File: src/rtl/ctu_clsp_pkg.sv
// CTU clock/reset sequencer shared definitions.
// Reset source indices and default latency slot.
package ctu_clsp_pkg;

  localparam int CTU_GLOB_LAT_DFLT = 3;
  localparam int CTU_RST_GRST      = 0;
  localparam int CTU_RST_DBGINIT   = 1;

  localparam int CTU_NUM_CKEN_MAX  = 16;

  // Width of a down-counter that must hold values 0..n-1.
  function automatic int ctu_cnt_w(input int n);
    return (n > 1) ? $clog2(n) : 1;
  endfunction

endpackage

File: src/rtl/ctu_clsp_rst_seq.sv
// One reset source: arm window flop plus registered
// active-low reset output released on the latency slot.
module ctu_clsp_rst_seq
  import ctu_clsp_pkg::*;
(
  input  logic clk,
  input  logic rst_n,
  input  logic run,
  input  logic assert_req,
  input  logic rel_slot,
  input  logic cnt_zero,
  input  logic sync_edge,
  output logic win,
  output logic out_l
);

  logic win_nxt;
  logic out_l_nxt;

  // Window opens on a sync-edge request at cnt_zero and
  // closes at the following cnt_zero; opening wins.
  always_comb begin
    win_nxt = win;
    if (!run) begin
      win_nxt = 1'b0;
    end else if (sync_edge && cnt_zero) begin
      win_nxt = 1'b1;
    end else if (cnt_zero && win) begin
      win_nxt = 1'b0;
    end
  end

  // Assert requests beat a release landing in the same cycle.
  always_comb begin
    out_l_nxt = out_l;
    if (!run) begin
      out_l_nxt = 1'b0;
    end else if (assert_req) begin
      out_l_nxt = 1'b0;
    end else if (win && rel_slot) begin
      out_l_nxt = 1'b1;
    end
  end

  // Window and reset output state.
  always_ff @(posedge clk or negedge rst_n) begin
    if (!rst_n) begin
      win   <= 1'b0;
      out_l <= 1'b0;
    end else begin
      win   <= win_nxt;
      out_l <= out_l_nxt;
    end
  end

endmodule

File: src/rtl/ctu_clsp_gen_gif.sv
// Parametrised clock-domain global interface: LCM sync
// counter, per-source reset sequencing, staggered cken.
module ctu_clsp_gen_gif
  import ctu_clsp_pkg::*;
#(
  parameter int NUM_CKEN = 6,
  parameter int NUM_RST  = 2,
  parameter int CNT_W    = 10,
  parameter int GLOB_LAT = CTU_GLOB_LAT_DFLT,
  parameter int STAGGER  = 2
) (
  input  logic                dram_gclk,
  input  logic                io_pwron_rst_l,
  input  logic                start_clk_early_l,
  input  logic                start_clk_dg,
  input  logic                testmode_l,
  input  logic                jtag_force_cken,
  input  logic [CNT_W-1:0]    div_mult,
  input  logic [NUM_CKEN-1:0] cken_dg,
  input  logic [NUM_RST-1:0]  a_rst_dg,
  input  logic [NUM_RST-1:0]  sync_edge_dg,
  output logic [NUM_CKEN-1:0] cken,
  output logic [NUM_RST-1:0]  rst_out_l,
  output logic [NUM_RST-1:0]  arst_l,
  output logic                cken_busy
);

  localparam int STG_W = ctu_cnt_w(STAGGER);
  localparam logic [STG_W-1:0] STG_LOAD = STG_W'(STAGGER - 1);

  logic [CNT_W-1:0]    lcm_cnt;
  logic [CNT_W-1:0]    lcm_nxt;
  logic                cnt_zero;
  logic                rel_slot;

  logic [NUM_RST-1:0]  win;

  logic                force_on;
  logic [NUM_CKEN-1:0] req;
  logic [NUM_CKEN-1:0] pending;
  logic [NUM_CKEN-1:0] first;
  logic [NUM_CKEN-1:0] cken_nxt;
  logic [STG_W-1:0]    stg_cnt;
  logic [STG_W-1:0]    stg_nxt;
  logic                busy_nxt;

  assign arst_l = {NUM_RST{io_pwron_rst_l}};

  assign cnt_zero = (lcm_cnt[CNT_W-1:1] == '0);
  assign rel_slot = (lcm_cnt == CNT_W'(GLOB_LAT));

  // Down-counter reloading from div_mult at 1/0 or on demand.
  always_comb begin
    lcm_nxt = lcm_cnt - CNT_W'(1);
    if (!start_clk_early_l || cnt_zero) begin
      lcm_nxt = div_mult;
    end
  end

  // LCM counter register.
  always_ff @(posedge dram_gclk or negedge io_pwron_rst_l) begin
    if (!io_pwron_rst_l) begin
      lcm_cnt <= '0;
    end else begin
      lcm_cnt <= lcm_nxt;
    end
  end

  for (genvar i = 0; i < NUM_RST; i++) begin : g_rst
    ctu_clsp_rst_seq u_seq (
      .clk        (dram_gclk),
      .rst_n      (io_pwron_rst_l),
      .run        (start_clk_dg),
      .assert_req (|a_rst_dg[i:0]),
      .rel_slot   (rel_slot),
      .cnt_zero   (cnt_zero),
      .sync_edge  (sync_edge_dg[i]),
      .win        (win[i]),
      .out_l      (rst_out_l[i])
    );
  end

  // Turn-offs are immediate; turn-ons go one channel at a
  // time, lowest index first, spaced by the stagger counter.
  always_comb begin
    force_on = jtag_force_cken | ~testmode_l;
    req      = cken_dg & {NUM_CKEN{start_clk_dg}};
    pending  = req & ~cken;
    first    = pending & (~pending + NUM_CKEN'(1));
    cken_nxt = cken & req;
    stg_nxt  = stg_cnt;
    busy_nxt = (|pending) & ~force_on;
    if (force_on) begin
      cken_nxt = '1;
      stg_nxt  = '0;
    end else if (stg_cnt == '0) begin
      if (|pending) begin
        cken_nxt = cken_nxt | first;
        stg_nxt  = STG_LOAD;
      end
    end else begin
      stg_nxt = stg_cnt - STG_W'(1);
    end
  end

  // Clock-enable, stagger and busy registers.
  always_ff @(posedge dram_gclk or negedge io_pwron_rst_l) begin
    if (!io_pwron_rst_l) begin
      cken      <= '0;
      stg_cnt   <= '0;
      cken_busy <= 1'b0;
    end else begin
      cken      <= cken_nxt;
      stg_cnt   <= stg_nxt;
      cken_busy <= busy_nxt;
    end
  end

endmodule

File: config.mk
export PLATFORM = sky130hd
export DESIGN_NAME = ctu_clsp_gen_gif
export DESIGN_NICKNAME = d
export VERILOG_FILES = /design/src/rtl/ctu_clsp_pkg.sv /design/src/rtl/ctu_clsp_rst_seq.sv /design/src/rtl/ctu_clsp_gen_gif.sv
export SDC_FILE = /design/constraint.sdc
export NUM_CORES = 1
export LEC_CHECK = 0
export ABC_AREA = 1
export ABC_CLOCK_PERIOD_IN_PS = 2900
export CAP_MARGIN = 15
export CORE_ASPECT_RATIO = 1.1
export CORE_UTILIZATION = 51
export CTS_BUF_LIST = sky130_fd_sc_hd__clkbuf_2
export DETAILED_ROUTE_END_ITERATION = 12
export GPL_TIMING_DRIVEN = 0
export PLACE_DENSITY = 0.88
export SLEW_MARGIN = 20
export SYNTH_ARGS = -nofsm -noshare
export SYNTH_HDL_FRONTEND = slang
export SYNTH_HIERARCHICAL = 1
export SYNTH_SLANG_ARGS = --single-unit
export TNS_END_PERCENT = 10
File: constraint.sdc
create_clock -name dram_gclk -period 2.9 [get_ports dram_gclk]
set_input_delay 0.29 -clock dram_gclk [delete_from_list [all_inputs] [get_ports dram_gclk]]
set_output_delay 0.29 -clock dram_gclk [all_outputs]
set_load 0.01 [all_outputs]
Word-level counts from Yosys, hierarchy flattened
Cells that the tools add are included.
Widths: inputs -> output; s select.
{ "totals": {"romBits": 0, "word_cells": 57, "latchBits": 0, "mem_count": 0, "input_bits": 26, "mem_bits_rw": 0, "regBits": 22, "out_inout_bits": 11} }
{ "op_classes": {"multipliers": 0, "eq_ne": 5, "muxes": 19, "n_lt_le_gt_ge": 0, "n_div": 0, "n_reduce_logical": 11, "n_shift": 0, "add_sub_neg": 3, "n_bitwise": 11} }
{ "op_table": {"columns": ["cell", "count"], "rows": [
  ["$and 6x6->6", 4],
  ["$mux 6", 3],
  ["$mux 1", 15],
  ["$ne 3x1->1 const B", 4],
  ["$not 6->6", 2],
  ["$eq 10x2->1 const B", 1],
  ["$mux 10", 1],
  ["$sub 10x1->10 const B", 1],
  ["$logic_not 9->1", 1],
  ["$add 6x1->6 const B", 1],
  ["$logic_and 1x1->1", 6],
  ["$or 6x6->6", 1],
  ["$reduce_or 6->1", 1],
  ["$not 1->1", 2],
  ["$reduce_or 2->1", 1],
  ["$and 1x1->1", 1],
  ["$logic_not 1->1", 1],
  ["$logic_or 1x1->1", 1],
  ["$or 1x1->1", 1],
  ["$sub 1x1->1 const B", 1]
]} }

Logic depth before layout (Yosys ltp)
{ "logic_depth": {"ltp_word": 9, "ltp_mapped": 8, "ltp_nobuf": 8} }

Hierarchy
The synthesis kept the hierarchy.
{ "by_module_without_submodules": {"columns": ["mod", "cells_per_inst", "n_inst", "area_each_um2"], "rows": [
  ["ctu_clsp_gen_gif", 129, 1, 1006.0],
  ["ctu_clsp_rst_seq", 12, 2, 88.8]
]} }

Worst setup path before layout
No wires, ideal clock.
{ "synth_path": {"kind": "flip-flop to flip-flop", "start": "register lcm_cnt[0]", "end": "register lcm_cnt[8]", "synth_period_minus_slack_ns": 1.185, "stages_incl_launch_ff": 7, "setup_ns": 0.127, "slack_ns": 1.715, "arrival_time_ns": 1.058, "t_required_ns": 2.773, "path_cell_list": "dfrtp_1 -> inv_1 -> ha_1 -> nand2_1 -> nor2_1 -> xnor2_1 -> o21ai_0"} }
{ "synth_via": {"elab_chain_cells": 2} }
{ "synth_lines": {"columns": ["element", "line_no", "text"], "rows": [
  ["start: declaration", "ctu_clsp_gen_gif.sv:31", "logic [CNT_W-1:0] lcm_cnt;"],
  ["start signal: assignment", "ctu_clsp_gen_gif.sv:65", "lcm_cnt <= lcm_nxt;"],
  ["$sub 10x1->10", "ctu_clsp_gen_gif.sv:54", "lcm_nxt = lcm_cnt - CNT_W'(1);"],
  ["$mux 10", "ctu_clsp_gen_gif.sv:55", "if (!start_clk_early_l || cnt_zero) begin"],
  ["via lcm_nxt[8]", "ctu_clsp_gen_gif.sv:32", "logic [CNT_W-1:0] lcm_nxt;"]
]} }
The timed path passes the listed nets, and every way through them passes these cells.
A chain may end at the register's enable or synchronous reset.

Worst setup path after layout
{ "layout_path": {"start": "input port io_pwron_rst_l", "end": "output port arst_l[1]"} }
{ "layout_lines": {"columns": ["element", "line_no", "text"], "rows": [
  ["start: declaration", "ctu_clsp_gen_gif.sv:13", "input logic io_pwron_rst_l,"],
  ["end: declaration", "ctu_clsp_gen_gif.sv:24", "output logic [NUM_RST-1:0] arst_l,"]
]} }
No word-level cell between the ends.

==> impl_metrics.ini <==
[synthesis]
ys.flop_type = dfrtp_1
synth_cell_type_count = 21
synth_common_cells = nand2_1, dfrtp_1, inv_1, nor2_1, nand3_1
avgSynthCellArea_sq_um = 7.74
synth_top_area_frac = 0.465
yosys-top-cells-area = dfrtp_1, nand2_1, inv_1
yosysSeqAreaShare = 0.465
yosysTopAreaCell = dfrtp_1
yosysMostFrequentCell = nand2_1
ys_seq_elements = 22
ys.warnings.count = 6
synthArstFlopShare = 1.00
synth.cell_area_sq_um = 1180
synth_edf_count = 0
syn_inst = 153
syn_nets = 181

[floorplanning]
start_util = 0.562
rows = 17
die_h_microns = 52.5
die_w_microns = 47.9
dieArea_sq_um = 2520
boundaryPins = 37
coreArea_sq_um = 2110

[cts]
cts-buffers-inserted = 3
cts_num_sinks = 22
ctsHoldBuffers = 0
post_cts_buffers = 0
cts_tree = yes
cts-root-buf = clkbuf_2
clk_latency_ns = 0.31
cts_resized = 0
path_clk_slew_ns = 0.19
cts_buffer_depth = 2
h-tree-depth = 1

[global_routing]
grt_max_degree = 25
grt_pass1_vias = 985
grt_pass1_wl_microns = 3860
grt.total_usage = 0.218
antenna_found_initial = 0
grt-ovfl-total = 0

[setup_path]
worst-r2r-setup-slack_ns = 1.48
required_ns = 2.61
cp_cell_sequence = dlygate4sd3_1, buf_2, buf_4, clkdlybuf4s50_1
r2r_end = lcm_cnt[8]
cp_num_buf_inv = 4
cp_max_fo = 24
r2r-start = lcm_cnt[4]
crit_path_end_kind = output port
cp_slowest_stage_delay_ns = 0.52
path_class = input port to output port
crit_start = io_pwron_rst_l
arrival_ns = 1.98
startpoint_type = input port
critical_path.top_delay_family = buffers and inverters
cp_slowest_cell = dlygate4sd3_1
r2r_cells = 8

[layout]
final_util = 0.759
nets = 223
antenna_cells = 0
drive_gt1_frac = 0.0725
area.growth.synth_to_final_pct = 35.1
stdcell_area_sq_um = 1600
instances_no_fill = 221

[route]
avgRoutedWirePerCell_microns = 10.7
postRouteAntennaNets = 0
routed_via_density = 4.87
totalWireLength_microns = 2360
drc = 0
drt-initial-drc-count = 19
drtPass1Iterations = 4
vias = 1077

[pwr]
powerDensity_nw_per_um2 = 391
ir_drop_mv = 0.325
finalPower_w = 0.000626
p_leak_nw = 0.782

[run_status]
outcome = finished clean

[timing]
fin_worst_skew_ns = 0.00771
hold_viol_final = 0
period_needed_ns = 2.27
finalMaxSlewViolations = 0
tightest_slew_ns = 0.521
rsz0062_at_grt = false
final.setup.tns_ns = 0
fmax_mhz = 441
max_slew_margin = 0.653
fin_crit_sh = 0.782
finalSetupViolCount = 0

[placed_design]
globalplace.congestion = 0.886
place_area_sq_um = 1580
post-place-cells = 217
hpwl_microns = 1860
io_buffers = 36

[job]
max_cap_viol_count = 0

[min_path]
hold_path.class = input port to asynchronous set/reset pin
[worst register-to-register path, cell delays in order (launching register included)]
cell and delay [ns]:
dfrtp_1 0.45, nor2_1 0.17, nand2_1 0.11, nor2_2 0.13, nand2_2 0.09, nand2_4 0.12
buf_8 0.14, nand2_1 0.06, o21ai_0 0.08
[report_power, final]
group	switching (W)	internal, W
Combinational	0.0000763	0.0000850
Clock	0.0000825	0.0000282
Sequential	0.0000218	0.000332
[cell type report]
class                      count  area (sq um)
sequential                    22           551
multi-input combinational    105           513
fill                         155           507
timing repair buffer          37           365
inverter                      22          82.6
buffer                         4          37.5
tap                           28          35.0
clock buffer                   3          15.0
[routing by layer]
metal,GRT usage,up-vias,routed length [microns]
met5,0,-,0
met4,0.0556,0,0
met3,0.0310,0,93
met2,0.417,35,1320
met1,0.237,497,949
li1,-,545,-
[layout by cell type (no fill, tap or decap)]
cell type,n
clkdlybuf4s50_1,35
nand2_2,1
nor2_2,2
xnor2_1,5
nand2_4,1
o21bai_1,1
clkbuf_2,3
buf_8,1
nor2_1,19
inv_1,22
ha_1,2
buf_4,3
nand4_1,1
a21boi_2,1
dlygate4sd3_1,1
a21oi_1,3
dfrtp_1,22
nand2_1,45
o311ai_0,1
xor2_1,2
or2_2,1
o21ai_0,8
buf_2,1
and2_1,1
nand3_1,11
[kinds of logic after synthesis]
group,after synthesis,share of synthesized area
AND/OR/NAND/NOR,82,0.291
buffers and inverters,26,0.101
flip-flops,22,0.465
AO/OA/AOI/OAI,14,0.0698
XOR/XNOR,7,0.0518
adder cells (fa/ha/maj),2,0.0211
[how the worst max path moves through the flow]
stage / to / cells after the start
detailed placement: arst_l[1] / 3
global placement: arst_l[0] / 3
floorplan: lcm_cnt[8] / 6
CTS: arst_l[1] / 3
global route: arst_l[1] / 4
finish: arst_l[1] / 4
[stage by stage]
step | hold slack (ns) | setup slack, ns
final | 0.466 | 0.632
after global routing | 0.457 | 0.449
after CTS | 0.475 | 0.344
after detailed placement | 0.505 | 0.352
after global placement | 0.498 | 0.363
after floorplan | -0.00559 | 1.72
[registers in the layout (all words and copies together), names as in the netlist]
signal / cells
cken: 6
cken_busy: 1
g_rst.u_seq/out_l: 2
g_rst.u_seq/win: 2
lcm_cnt: 10
stg_cnt: 1
Note: power is estimated with default switching activity, not from simulation.
==> RTL edit 1 (same flow settings) <==
Change the parameter `NUM_CKEN` from 6 to 5.
--- a/src/rtl/ctu_clsp_gen_gif.sv
+++ b/src/rtl/ctu_clsp_gen_gif.sv
@@ -3,7 +3,7 @@
 module ctu_clsp_gen_gif
   import ctu_clsp_pkg::*;
 #(
-  parameter int NUM_CKEN = 6,
+  parameter int NUM_CKEN = 5,
   parameter int NUM_RST  = 2,
   parameter int CNT_W    = 10,
   parameter int GLOB_LAT = CTU_GLOB_LAT_DFLT,
Ports: changed (resized cken and cken_dg); port bits go from 37 to 35. No check against the original RTL was run, so the function may have changed too.
==> RTL edit 1 against the unedited design <==
Die area stayed put; count of clock-buffer cells in the layout increased by 1; area after synthesis unchanged; utilization fell by 0.71 points; clock power is 16% higher; wire length grew 5.5%; power up 1.8%; non-clock buffer count is 3 lower; cell area down 0.94%; sequential cell count down 1; setup slack improved by 0.011 ns; critical endpoint unchanged.
==> RTL edit 1: results (changes against the unedited design) <==
outcome:
  outcome: "finished clean"
worst_setup_path:
  critPathMaxFanout: 23  # -4.2%
  cp_slowest_cell: "clkdlybuf4s50_1"
power_and_ir_drop:
  p_clk_share_pct: 20.3  # +2.6 points
  ir_drop_mv: 0.290  # -11%
  p_leak_nw: 0.768  # -1.8%
  p_int_w: 0.000438  # -1.6%
place:
  place_inst: 221  # +1.8%
  place_congestion: 0.809  # -8.7%
  port_buffers: 34  # -5.6%
  post-dp-hpwl_mm: 1.95  # +5.0%
yosys:
  synth_compound_area_share_pct: 6.45  # -0.53 points
  synth.area.top_cells: "dfrtp_1, nand2_1, inv_1"
  synthDistinctLibCells: 22  # +4.8%
  synth-xor-area-share_pct: 2.96  # -2.2 points
  synth_cells: 159  # +3.9%
  synthTopCellsByCount: "nand2_1, inv_1, dfrtp_1"
  synth_nets: 186  # +2.8%
  ys_seq_area_share_pct: 44.4  # -2.1 points
global_routing:
  grt_max_degree: 24  # -4.0%
  grtUsageMet2_pct: 42.1  # +0.45 points
  grt_pass1_wl_mm: 4.28  # +11%
  use_met3_pct: 4.14  # +1.0 points
  grt_use_met1_pct: 27.5  # +3.8 points
  grt_usage_pct: 24.4  # +2.7 points
finish:
  fin_cells: 226  # +2.3%
  layout-drive-gt1-share_pct: 10.6  # +3.4 points
  nFillCells: 152  # -1.9%
  reg.largest.list: "lcm_cnt x10, cken x5"
drt:
  wl_met1_mm: 1.03  # +9.0%
  drt_iter0_drc: 21  # +2
  dr_wl_met2_mm: 1.28  # -2.8%
  top_layer: "met4"
  wl_met3_um: 98  # +5.4%
  routedWlPerCell_um: 11.0  # +3.2%
timing:
  finalClockSkew_ns: 0.00357  # -0.00414 ns
  max-slew-margin-rel_pct: 66.8  # +1.6 points
## RTL edit 1: area by class of cell
cell class	instances	area [um^2]	area share, %
plain buffers	3	35.0	2.21
clock buffers	4	20.0	1.26
inverters	22	82.6	5.21
multi-input cells	113	541	34.1
flip-flops and latches	21	526	33.2
well taps	28	35.0	2.21
repair buffers	35	345	21.8
## RTL edit 1: worst register-to-register path, stage by stage (launching register included)
cell	delay, ns
dfrtp_1	0.45
inv_1	0.12
ha_1	0.20
nand2_1	0.07
nor2_1	0.32
nand2_1	0.12
nand2_1	0.08
nand2_1	0.04
nand2_1	0.05
nand2_1	0.05
## RTL edit 1: through the flow
step | utilization (%) | hold slack, ns | instance area [um^2] | power (W)
after CTS | 75.0 | 0.470 | 1580 | 0.000641
after global routing | 75.2 | 0.482 | 1580 | 0.000675
after floorplan | - | -0.00559 | 1180 | 0.000438
after global placement | 74.0 | 0.490 | 1560 | 0.000505
after detailed placement | 74.0 | 0.502 | 1560 | 0.000512
final | 75.2 | 0.416 | 1580 | 0.000637
## RTL edit 1: what timing repair did
action,4_1_cts,5_1_grt
hold buffers,0,1
hold endpoints to repair,0,21
setup endpoints to repair,0,0
## RTL edit 1: worst paths after layout
kind / slack, ns / end / start / cells after the start
min in group dram_gclk: 0.48 / lcm_cnt[5]$_DFF_PN0_ / div_mult[5] / 3
min: 0.42 / lcm_cnt[6]$_DFF_PN0_ / io_pwron_rst_l / 2
max in group asynchronous: 2.15 / cken[4]$_DFF_PN0_ / io_pwron_rst_l / 2
min reg2reg: 0.53 / g_rst[1].u_seq/out_l$_DFFE_PN0P_ / g_rst[1].u_seq/out_l$_DFFE_PN0P_ / 2
max reg2reg: 1.33 / lcm_cnt[8]$_DFF_PN0_ / lcm_cnt[0]$_DFF_PN0_ / 9
max: 0.64 / arst_l[1] / io_pwron_rst_l / 4
==> RTL edit 2 (same flow settings) <==
Without the edit above. Add an input register stage for `div_mult`; this delays it by one clock. The other inputs are not delayed to match.
--- a/src/rtl/ctu_clsp_gen_gif.sv
+++ b/src/rtl/ctu_clsp_gen_gif.sv
@@ -28,6 +28,12 @@
   localparam int STG_W = ctu_cnt_w(STAGGER);
   localparam logic [STG_W-1:0] STG_LOAD = STG_W'(STAGGER - 1);
 
+  logic [CNT_W-1:0] div_mult_q;
+
+  always_ff @(posedge dram_gclk) begin
+    div_mult_q <= div_mult;
+  end
+
   logic [CNT_W-1:0]    lcm_cnt;
   logic [CNT_W-1:0]    lcm_nxt;
   logic                cnt_zero;
@@ -53,7 +59,7 @@
   always_comb begin
     lcm_nxt = lcm_cnt - CNT_W'(1);
     if (!start_clk_early_l || cnt_zero) begin
-      lcm_nxt = div_mult;
+      lcm_nxt = div_mult_q;
     end
   end
 
Behaviour: not the same (Yosys sat finds a counterexample within 4 cycles, from zero or initial values and one cycle with io_pwron_rst_l low).
==> RTL edit 2 against the unedited design <==
Fmax grew 0.83%; clock skew grew 0.0071 ns; clock power grew 76%; setup slack gained 0.019 ns; die area grew 19%; first-iteration DRC count grew 42%; utilization shrank 3.7 points; cell area grew 16%; wire length grew 14%; power grew 39%; sequential cell count grew 10; area after synthesis grew 19%; critical endpoint unchanged; largest power group unchanged.
==> RTL edit 2: results (changes against the unedited design) <==
outcome:
  outcome: "finished clean"
worst_setup_path:
  r2r_cells: 7  # -1
  reg2reg_from: "lcm_cnt[0]$_DFF_PN0_"
  worst-endpoint-arrival_ns: 1.96  # -0.02 ns
  r2r_setup_slack_ns: 1.56  # +0.08 ns
finish:
  layout-drive-gt1-share_pct: 12.4  # +5.2 points
  fin_cells: 240  # +8.6%
  multi_input_area_um2: 542  # +5.6%
  seq_share_pct: 40.5  # +6.0 points
  multi_input_gates: 106  # +0.95%
  reg.largest.list: "div_mult_q x10, lcm_cnt x10, cken x6"
yosys:
  synthTopCellsByCount: "nand2_1, dfrtp_1, inv_1"
  synthDistinctLibCells: 24  # +14%
power_and_ir_drop:
  ir_drop_mv: 0.342  # +4.9%
clock_network:
  path_clk_slew_ns: 0.15  # -0.04 ns
  cts_buffers: 5  # +2
global_routing:
  grt_usage_pct: 21.5  # -0.23 points
  grt_pass1_wl_mm: 4.63  # +20%
  grt_pass1_vias: 1187  # +21%
timing:
  finalClockSkew_ns: 0.0148  # +0.00709 ns
  worst_slew_pin_slew_ns: 0.510  # -0.0114 ns
floorplanning:
  die_area_um2: 2980  # +19%
drt:
  vias_per_cell: 4.91  # +0.80%
  wl_mm: 2.68  # +14%
  drt_iter0_drc: 27  # +8
hold_path:
  hold_path.class: "primary input to flop"
place:
  place_congestion: 0.874  # -1.3%
  place_inst: 231  # +6.5%
  post-dp-hpwl_mm: 2.06  # +11%
  place_area_um2: 1810  # +15%
-- RTL edit 2: stage by stage --
step	power, W	hold slack [ns]	worst slack (ns)	util [%]
after floorplan	0.000604	-0.00559	1.72	-
after global placement	0.000674	0.412	0.374	70.6
after detailed placement	0.000681	0.419	0.334	70.6
after CTS	0.000882	0.336	0.331	72.1
after global routing	0.000928	0.309	0.509	72.3
final	0.000868	0.365	0.651	72.3
-- RTL edit 2: cells by family (layout without fill, tap and decap cells) --
family / after synthesis / in the layout / synth area share, %
simple gates: 82 / 82 / 25.6
flops: 32 / 32 / 53.1
buf+inv: 26 / 71 / 8.50
compound gates: 15 / 15 / 6.64
xor+xnor: 7 / 7 / 4.34
fa+ha+maj: 2 / 2 / 1.77
-- RTL edit 2: worst max-delay path by stage --
| stage | start | endpoint | slack, ns | cells past startpoint |
|---|---|---|---|---|
| floorplan | lcm_cnt[0]$_DFF_PN0_ | lcm_cnt[8]$_DFF_PN0_ | 1.72 | 7 |
| global placement | io_pwron_rst_l | arst_l[1] | 0.37 | 3 |
| detailed placement | io_pwron_rst_l | arst_l[1] | 0.33 | 3 |
| CTS | io_pwron_rst_l | arst_l[1] | 0.33 | 3 |
| global route | io_pwron_rst_l | arst_l[1] | 0.51 | 4 |
| finish | io_pwron_rst_l | arst_l[1] | 0.65 | 4 |
-- RTL edit 2: per-layer routing --
layer / track usage [%] / share of wire (%) / up-vias
met3: 8.27 / 5.8 / 7
met1: 23.4 / 41 / 539
met4: 10.9 / 1.9 / 0
met2: 36.1 / 52 / 38
li1: - / - / 595
met5: 0 / 0 / -
-- RTL edit 2: power breakdown --
| part | switching, W | internal (W) |
|---|---|---|
| Sequential | 0.0000286 | 0.000477 |
| Clock | 0.000131 | 0.0000646 |
| Combinational | 0.0000796 | 0.0000878 |
| Total | 0.000239 | 0.000629 |
